[config.mk]
export PLATFORM = sky130hd
export DESIGN_NAME = register_file_seq_flat
export DESIGN_NICKNAME = d
export VERILOG_FILES = /design/src/rtl/register_file_seq_if.sv /design/src/rtl/register_file_seq.sv /design/src/flat_wrapper.sv
export SDC_FILE = /design/constraint.sdc
export NUM_CORES = 1
export LEC_CHECK = 0
export CORE_MARGIN = 5
export CORE_UTILIZATION = 45
export DETAILED_ROUTE_END_ITERATION = 12
export PLACE_DENSITY_LB_ADDON = 0.05
export SYNTH_ARGS = -nofsm -noshare
export SYNTH_HDL_FRONTEND = slang
export SYNTH_SLANG_ARGS = --single-unit
[constraint.sdc]
create_clock -name clk -period 4.4 [get_ports clk]
set_clock_uncertainty 0.05 [all_clocks]
set_input_delay 1.32 -clock clk [delete_from_list [all_inputs] [get_ports clk]]
set_output_delay 1.32 -clock clk [all_outputs]
set_load 0.05 [all_outputs]
[src/rtl/register_file_seq_if.sv]
// Request and bus bundle between the control sequencer and register_file_seq.
// Pair width is always twice DATA_W.
interface register_file_seq_if #(
  parameter int DATA_W = 8,
  parameter int SEL_W  = 3
);
  // A request transfers on a rising edge where req_valid && req_ready.
  // req_ready depends only on FSM state, never on req_valid. req_* are
  // sampled only on that accept edge; done is a one-cycle pulse and
  // err/inc_carry are meaningful only while done is high.
  logic                  req_valid;
  logic                  req_ready;
  logic [1:0]            req_op;
  logic [SEL_W-1:0]      req_src;
  logic [SEL_W-1:0]      req_dst;
  logic [DATA_W-1:0]     req_data;
  logic [2*DATA_W-1:0]   req_addr;
  logic [DATA_W-1:0]     data_out;
  logic                  data_oe;
  logic [2*DATA_W-1:0]   addr_out;
  logic                  addr_oe;
  logic                  done;
  logic                  err;
  logic                  inc_carry;

  modport master (
    output req_valid, req_op, req_src, req_dst, req_data, req_addr,
    input  req_ready, data_out, data_oe, addr_out, addr_oe, done, err, inc_carry
  );

  modport slave (
    input  req_valid, req_op, req_src, req_dst, req_data, req_addr,
    output req_ready, data_out, data_oe, addr_out, addr_oe, done, err, inc_carry
  );
endinterface

[src/rtl/register_file_seq.sv]
// Sequenced register file: NUM_REGS x DATA_W registers with pair access, each transfer
// runs IDLE->SELECT->LOAD->RELEASE. Define REGFILE_PAIR_INC_EN to build the pair incrementer.
module register_file_seq #(
  parameter int DATA_W   = 8,
  parameter int NUM_REGS = 8,
  parameter int SEL_W    = $clog2(NUM_REGS)
) (
  input  logic                       clk,
  input  logic                       reset,
  register_file_seq_if.slave         bus,
  output logic [NUM_REGS*DATA_W-1:0] reg_q,
  output logic [1:0]                 state_dbg
);
  localparam int PAIRS = NUM_REGS / 2;
  localparam logic [1:0] OP_MOV8 = 2'b00;
  localparam logic [1:0] OP_LD8  = 2'b01;
  localparam logic [1:0] OP_LDP  = 2'b10;
  localparam logic [1:0] OP_INCP = 2'b11;

  typedef enum logic [1:0] {S_IDLE, S_SELECT, S_LOAD, S_RELEASE} state_t;

  state_t              state_q, state_d;
  logic [1:0]          op_q, op_d;
  logic [SEL_W-1:0]    src_q, src_d, dst_q, dst_d;
  logic [DATA_W-1:0]   data_q, data_d;
  logic [2*DATA_W-1:0] addr_q, addr_d;
  logic                err_q, err_d;
  logic [DATA_W-1:0]   regs_q [NUM_REGS];
  logic [DATA_W-1:0]   regs_d [NUM_REGS];

  logic                req_bad;
  logic [DATA_W-1:0]   src_val;
  logic                drive_phase;
  logic                data_oe, addr_oe;
  logic [DATA_W-1:0]   data_drv;
  logic [2*DATA_W-1:0] addr_drv;

`ifdef REGFILE_PAIR_INC_EN
  logic                carry_q, carry_d;
  logic [2*DATA_W-1:0] pair_val;
  logic [2*DATA_W-1:0] pair_inc;

  always_comb begin
    pair_val = '0;
    for (int p = 0; p < PAIRS; p++) begin
      if (dst_q == SEL_W'(p)) pair_val = {regs_q[2*p], regs_q[2*p+1]};
    end
    pair_inc = pair_val + (2*DATA_W)'(1);
  end
`endif

  // Legality is decided once at accept and carried through the sequence in err_q.
  always_comb begin
    req_bad = 1'b0;
    case (bus.req_op)
      OP_MOV8: req_bad = (int'(bus.req_src) >= NUM_REGS) || (int'(bus.req_dst) >= NUM_REGS);
      OP_LD8:  req_bad = int'(bus.req_dst) >= NUM_REGS;
      OP_LDP:  req_bad = int'(bus.req_dst) >= PAIRS;
`ifdef REGFILE_PAIR_INC_EN
      OP_INCP: req_bad = int'(bus.req_dst) >= PAIRS;
`else
      OP_INCP: req_bad = 1'b1;
`endif
      default: req_bad = 1'b1;
    endcase
  end

  always_comb begin
    src_val = '0;
    for (int i = 0; i < NUM_REGS; i++) begin
      if (src_q == SEL_W'(i)) src_val = regs_q[i];
    end
  end

  assign drive_phase = ((state_q == S_SELECT) || (state_q == S_LOAD)) && !err_q;
  assign data_oe     = drive_phase && !op_q[1];
  assign addr_oe     = drive_phase && op_q[1];
  assign data_drv    = data_oe ? (op_q[0] ? data_q : src_val) : '0;
`ifdef REGFILE_PAIR_INC_EN
  assign addr_drv    = addr_oe ? (op_q[0] ? pair_inc : addr_q) : '0;
`else
  assign addr_drv    = addr_oe ? addr_q : '0;
`endif

  always_comb begin
    state_d = state_q;
    op_d    = op_q;
    src_d   = src_q;
    dst_d   = dst_q;
    data_d  = data_q;
    addr_d  = addr_q;
    err_d   = err_q;
    regs_d  = regs_q;
`ifdef REGFILE_PAIR_INC_EN
    carry_d = carry_q;
`endif
    case (state_q)
      S_IDLE: begin
        if (bus.req_valid) begin
          state_d = S_SELECT;
          op_d    = bus.req_op;
          src_d   = bus.req_src;
          dst_d   = bus.req_dst;
          data_d  = bus.req_data;
          addr_d  = bus.req_addr;
          err_d   = req_bad;
`ifdef REGFILE_PAIR_INC_EN
          carry_d = 1'b0;
`endif
        end
      end
      S_SELECT: state_d = S_LOAD;
      S_LOAD: begin
        state_d = S_RELEASE;
        // The destination always takes what is actually on the bus this cycle.
        if (!err_q && !op_q[1]) begin
          for (int i = 0; i < NUM_REGS; i++) begin
            if (dst_q == SEL_W'(i)) regs_d[i] = data_drv;
          end
        end else if (!err_q) begin
          for (int p = 0; p < PAIRS; p++) begin
            if (dst_q == SEL_W'(p)) {regs_d[2*p], regs_d[2*p+1]} = addr_drv;
          end
        end
`ifdef REGFILE_PAIR_INC_EN
        carry_d = !err_q && (op_q == OP_INCP) && (&pair_val);
`endif
      end
      S_RELEASE: state_d = S_IDLE;
      default:   state_d = S_IDLE;
    endcase
  end

  always_ff @(posedge clk or posedge reset) begin
    if (reset) begin
      state_q <= S_IDLE;
      op_q    <= '0;
      src_q   <= '0;
      dst_q   <= '0;
      data_q  <= '0;
      addr_q  <= '0;
      err_q   <= 1'b0;
      for (int i = 0; i < NUM_REGS; i++) regs_q[i] <= '0;
`ifdef REGFILE_PAIR_INC_EN
      carry_q <= 1'b0;
`endif
    end else begin
      state_q <= state_d;
      op_q    <= op_d;
      src_q   <= src_d;
      dst_q   <= dst_d;
      data_q  <= data_d;
      addr_q  <= addr_d;
      err_q   <= err_d;
      regs_q  <= regs_d;
`ifdef REGFILE_PAIR_INC_EN
      carry_q <= carry_d;
`endif
    end
  end

  always_comb begin
    for (int i = 0; i < NUM_REGS; i++) reg_q[i*DATA_W +: DATA_W] = regs_q[i];
  end

  assign bus.req_ready = (state_q == S_IDLE);
  assign bus.done      = (state_q == S_RELEASE);
  assign bus.err       = (state_q == S_RELEASE) && err_q;
`ifdef REGFILE_PAIR_INC_EN
  assign bus.inc_carry = (state_q == S_RELEASE) && carry_q;
`else
  assign bus.inc_carry = 1'b0;
`endif
  assign bus.data_oe   = data_oe;
  assign bus.addr_oe   = addr_oe;
  assign bus.data_out  = data_drv;
  assign bus.addr_out  = addr_drv;
  assign state_dbg     = state_q;
endmodule

[src/flat_wrapper.sv]
// flat-port wrapper written by rule: the top's interface ports become plain ports
module register_file_seq_flat 
#(
  parameter int DATA_W   = 8,
  parameter int NUM_REGS = 8,
  parameter int SEL_W    = $clog2(NUM_REGS)
)
  (clk, reset, reg_q, state_dbg, bus_req_valid, bus_req_op, bus_req_src, bus_req_dst, bus_req_data, bus_req_addr, bus_req_ready, bus_data_out, bus_data_oe, bus_addr_out, bus_addr_oe, bus_done, bus_err, bus_inc_carry);
  register_file_seq_if #(.DATA_W(DATA_W), .SEL_W(SEL_W)) bus_i ();
  input  logic clk;
  input  logic reset;
  output logic [NUM_REGS*DATA_W-1:0] reg_q;
  output logic [1:0] state_dbg;
  input wire logic [$bits(bus_i.req_valid)-1:0] bus_req_valid;
  input wire logic [$bits(bus_i.req_op)-1:0] bus_req_op;
  input wire logic [$bits(bus_i.req_src)-1:0] bus_req_src;
  input wire logic [$bits(bus_i.req_dst)-1:0] bus_req_dst;
  input wire logic [$bits(bus_i.req_data)-1:0] bus_req_data;
  input wire logic [$bits(bus_i.req_addr)-1:0] bus_req_addr;
  output wire logic [$bits(bus_i.req_ready)-1:0] bus_req_ready;
  output wire logic [$bits(bus_i.data_out)-1:0] bus_data_out;
  output wire logic [$bits(bus_i.data_oe)-1:0] bus_data_oe;
  output wire logic [$bits(bus_i.addr_out)-1:0] bus_addr_out;
  output wire logic [$bits(bus_i.addr_oe)-1:0] bus_addr_oe;
  output wire logic [$bits(bus_i.done)-1:0] bus_done;
  output wire logic [$bits(bus_i.err)-1:0] bus_err;
  output wire logic [$bits(bus_i.inc_carry)-1:0] bus_inc_carry;
  assign bus_i.req_valid = bus_req_valid;
  assign bus_i.req_op = bus_req_op;
  assign bus_i.req_src = bus_req_src;
  assign bus_i.req_dst = bus_req_dst;
  assign bus_i.req_data = bus_req_data;
  assign bus_i.req_addr = bus_req_addr;
  assign bus_req_ready = bus_i.req_ready;
  assign bus_data_out = bus_i.data_out;
  assign bus_data_oe = bus_i.data_oe;
  assign bus_addr_out = bus_i.addr_out;
  assign bus_addr_oe = bus_i.addr_oe;
  assign bus_done = bus_i.done;
  assign bus_err = bus_i.err;
  assign bus_inc_carry = bus_i.inc_carry;
  register_file_seq #(.DATA_W(DATA_W), .NUM_REGS(NUM_REGS), .SEL_W(SEL_W)) u_core (.clk(clk), .reset(reset), .bus(bus_i), .reg_q(reg_q), .state_dbg(state_dbg));
endmodule
==> out/qor.yml <==
status: "finished clean"
drc_errors: 0
power_density_nw_per_um2: 903
drive_above_1_share: 0.165
via_count: 4055
viasPerCell: 5.57
async_flop_share: 1.00
grt_first_pass_wirelength_mm: 22.6
tightest_slew_ps: 1170
wl_per_cell_um: 20.0
num-fill-cells: 945
cts_inserted_buffers: 9
cp.required_ps: 3030
period_share: 0.962
slew_viol_final: 0
synthCells: 466
cts_setup_buffers: 0
cp_max_fo: 17
fmax_mhz: 236
clk-insertion-delay-late_ps: 360
syn_area_per_cell_sq_um: 10.6
crit-reg2reg-launch: "u_core.src_q[0]$_DFFE_PP0P_"
antenna_found_initial: 1
drtAntennaViolNets: 0
cts_tree: "built"
rows: 38
start_util: 0.458
cts.sinks: 99
grt_max_degree: 59
ys_warn_count: 0
synthesis.nets: 504
coreArea_sq_um: 10800
cap_viol_max_count: 0
r2r_end: "u_core.reg_q[19]$_DFFE_PP0P_"
detail_route.wirelength_mm: 14.5
die-width_um: 115
finalSetupTns_ps: 0
maxSlewHeadroom: 0.216
worstSetupPathType: "reg -> out"
cts_resized: 0
hold_end: "u_core.addr_q[9]$_DFFE_PP0P_"
worst-r2r-setup-slack_ps: 1430
crit_arrival_ps: 2860
path_clk_slew_ps: 90
io_pins: 131
start_kind: "flip-flop"
p_leak_nw: 2.82
ys_types: 65
grt.total_usage: 0.226
rsz0062_at_grt: "false"
syn-cell-area_sq_um: 4940
fp.dieArea_sq_um: 13200
drtPass1Iterations: 5
syn_to_final_growth_pct: 31.7
postLayoutCellArea_sq_um: 6510
clock_path_buffers: 2
hp-start: "u_core.addr_q[9]$_DFFE_PP0P_"
drt-initial-drc-count: 287
synth_seq_area_share: 0.501
synth_edf_count: 0
synthFlopType: "dfrtp_1"
placed_cell_area_sq_um: 6330
die_h_um: 115
cp-end-kind: "primary output"
overflow: 0
dp_hpwl_mm: 10.9
postCtsHoldBufs: 0
hold_depth: 1
diodes: 0
h-tree-depth: 3
synth_seq_cells: 99
cts-root-buf: "clkbuf_8"
routabilityCongestion: 0.848
setup_viol: 0
finalCriticalPeriod_ps: 4230
port-buffer-count: 129
grt_pass1_vias: 4054
hp-class: "reg -> reg"
nNetsFinal: 623
worst_ir_drop_vdd_mv: 0.447
hold_violations: 0
r2r_cells: 6
## cells in the mapped netlist, types with 9 or more instances
master | instances | share of area
inv_1 | 17 | 0.013
nand2_1 | 53 | 0.040
mux2_2 | 53 | 0.12
and2_1 | 17 | 0.022
a21oi_1 | 17 | 0.017
mux2i_1 | 12 | 0.024
clkbuf_1 | 12 | 0.0091
buf_2 | 11 | 0.011
a31oi_1 | 9 | 0.011
nor2_1 | 19 | 0.014
dfrtp_1 | 99 | 0.50
o21ai_0 | 17 | 0.017
o21ai_1 | 27 | 0.027
## worst max-delay path by stage
stage	start	end	slack [ps]	cells past startpoint
2_1_floorplan	u_core.state_dbg[0]$_DFFE_PP0P_	bus_data_out[5]	90	5
3_3_place_gp	u_core.state_dbg[0]$_DFFE_PP0P_	bus_addr_out[7]	620	6
3_5_place_dp	u_core.state_dbg[1]$_DFFE_PP0P_	bus_addr_out[7]	540	6
4_1_cts	u_core.state_dbg[0]$_DFFE_PP0P_	bus_addr_out[7]	130	6
5_1_grt	u_core.state_dbg[0]$_DFFE_PP0P_	bus_addr_out[7]	4	6
6_report	u_core.state_dbg[1]$_DFFE_PP0P_	bus_addr_out[7]	170	6
## where the power goes
group	switching [W]	internal, W
clock network	0.000305	0.000271
logic	0.00233	0.00129
registers	0.000402	0.00128
total	0.00304	0.00284
## critical path, cell delays in order (launching register included)
cell	delay, ps
dfrtp_1	410
inv_1	80
ha_1	310
and3b_1	520
nand2_1	250
inv_1	120
clkdlybuf4s50_1	810
## layout by cell type, fill, tap and decap left out, types with 16 or more instances in the layout
cell type,count
a21oi_1,17
and2_1,17
clkdlybuf4s50_1,121
dfrtp_1,99
inv_1,16
mux2_2,53
nand2_1,53
nor2_1,19
o21ai_0,17
o21ai_1,27
## state kept, by name, summed over array words and instances (netlist names)
name	flops
u_core.dst_q	3
u_core.src_q	3
u_core.reg_q	64
u_core.addr_q	16
u_core.op_q	2
u_core.err_q	1
u_core.data_q	8
u_core.state_dbg	2
## layout make-up
type / count / area, sq um / area share
Sequential cell: 99 / 2480 / 0.381
Multi-Input combinational cell: 321 / 2250 / 0.346
Timing Repair Buffer: 137 / 1360 / 0.208
Tap cell: 140 / 175 / 0.0269
Clock buffer: 11 / 141 / 0.0217
Inverter: 17 / 66.3 / 0.0102
Clock inverter: 3 / 40.0 / 0.00615
## per-layer routing
metal	track usage	routed length, um	vias to the layer above
met5	0	20	-
met4	0.0642	235	2
met3	0.0684	1270	20
met2	0.338	6460	179
met1	0.322	6560	1959
li1	-	-	1895
## logic make-up (layout without fill, tap and decap cells)
group                      Yosys count  count (layout)  share of synthesized area
DFF                                 99              99                      0.501
adders and majority gates            3               3                    0.00759
buffers and inverters               46             168                     0.0430
AOI/OAI and AO/OA                  116             116                      0.151
and+or+nand+nor                    128             128                      0.133
muxes                               70              70                      0.159
other                                1               1                   0.000759
xor gates and xnor gates             3               3                    0.00532
## metrics by stage
stage,cells,hold slack (ps),power (W),setup slack [ps],util
2_1_floorplan,466,420,0.00412,93.3,-
3_3_place_gp,714,430,0.00527,621,0.586
3_5_place_dp,714,435,0.00530,539,0.586
4_1_cts,728,456,0.00588,126,0.603
5_1_grt,728,479,0.00620,4.26,0.603
6_report,728,452,0.00588,168,0.603
No activity file was read; power rests on OpenSTA's default activity.
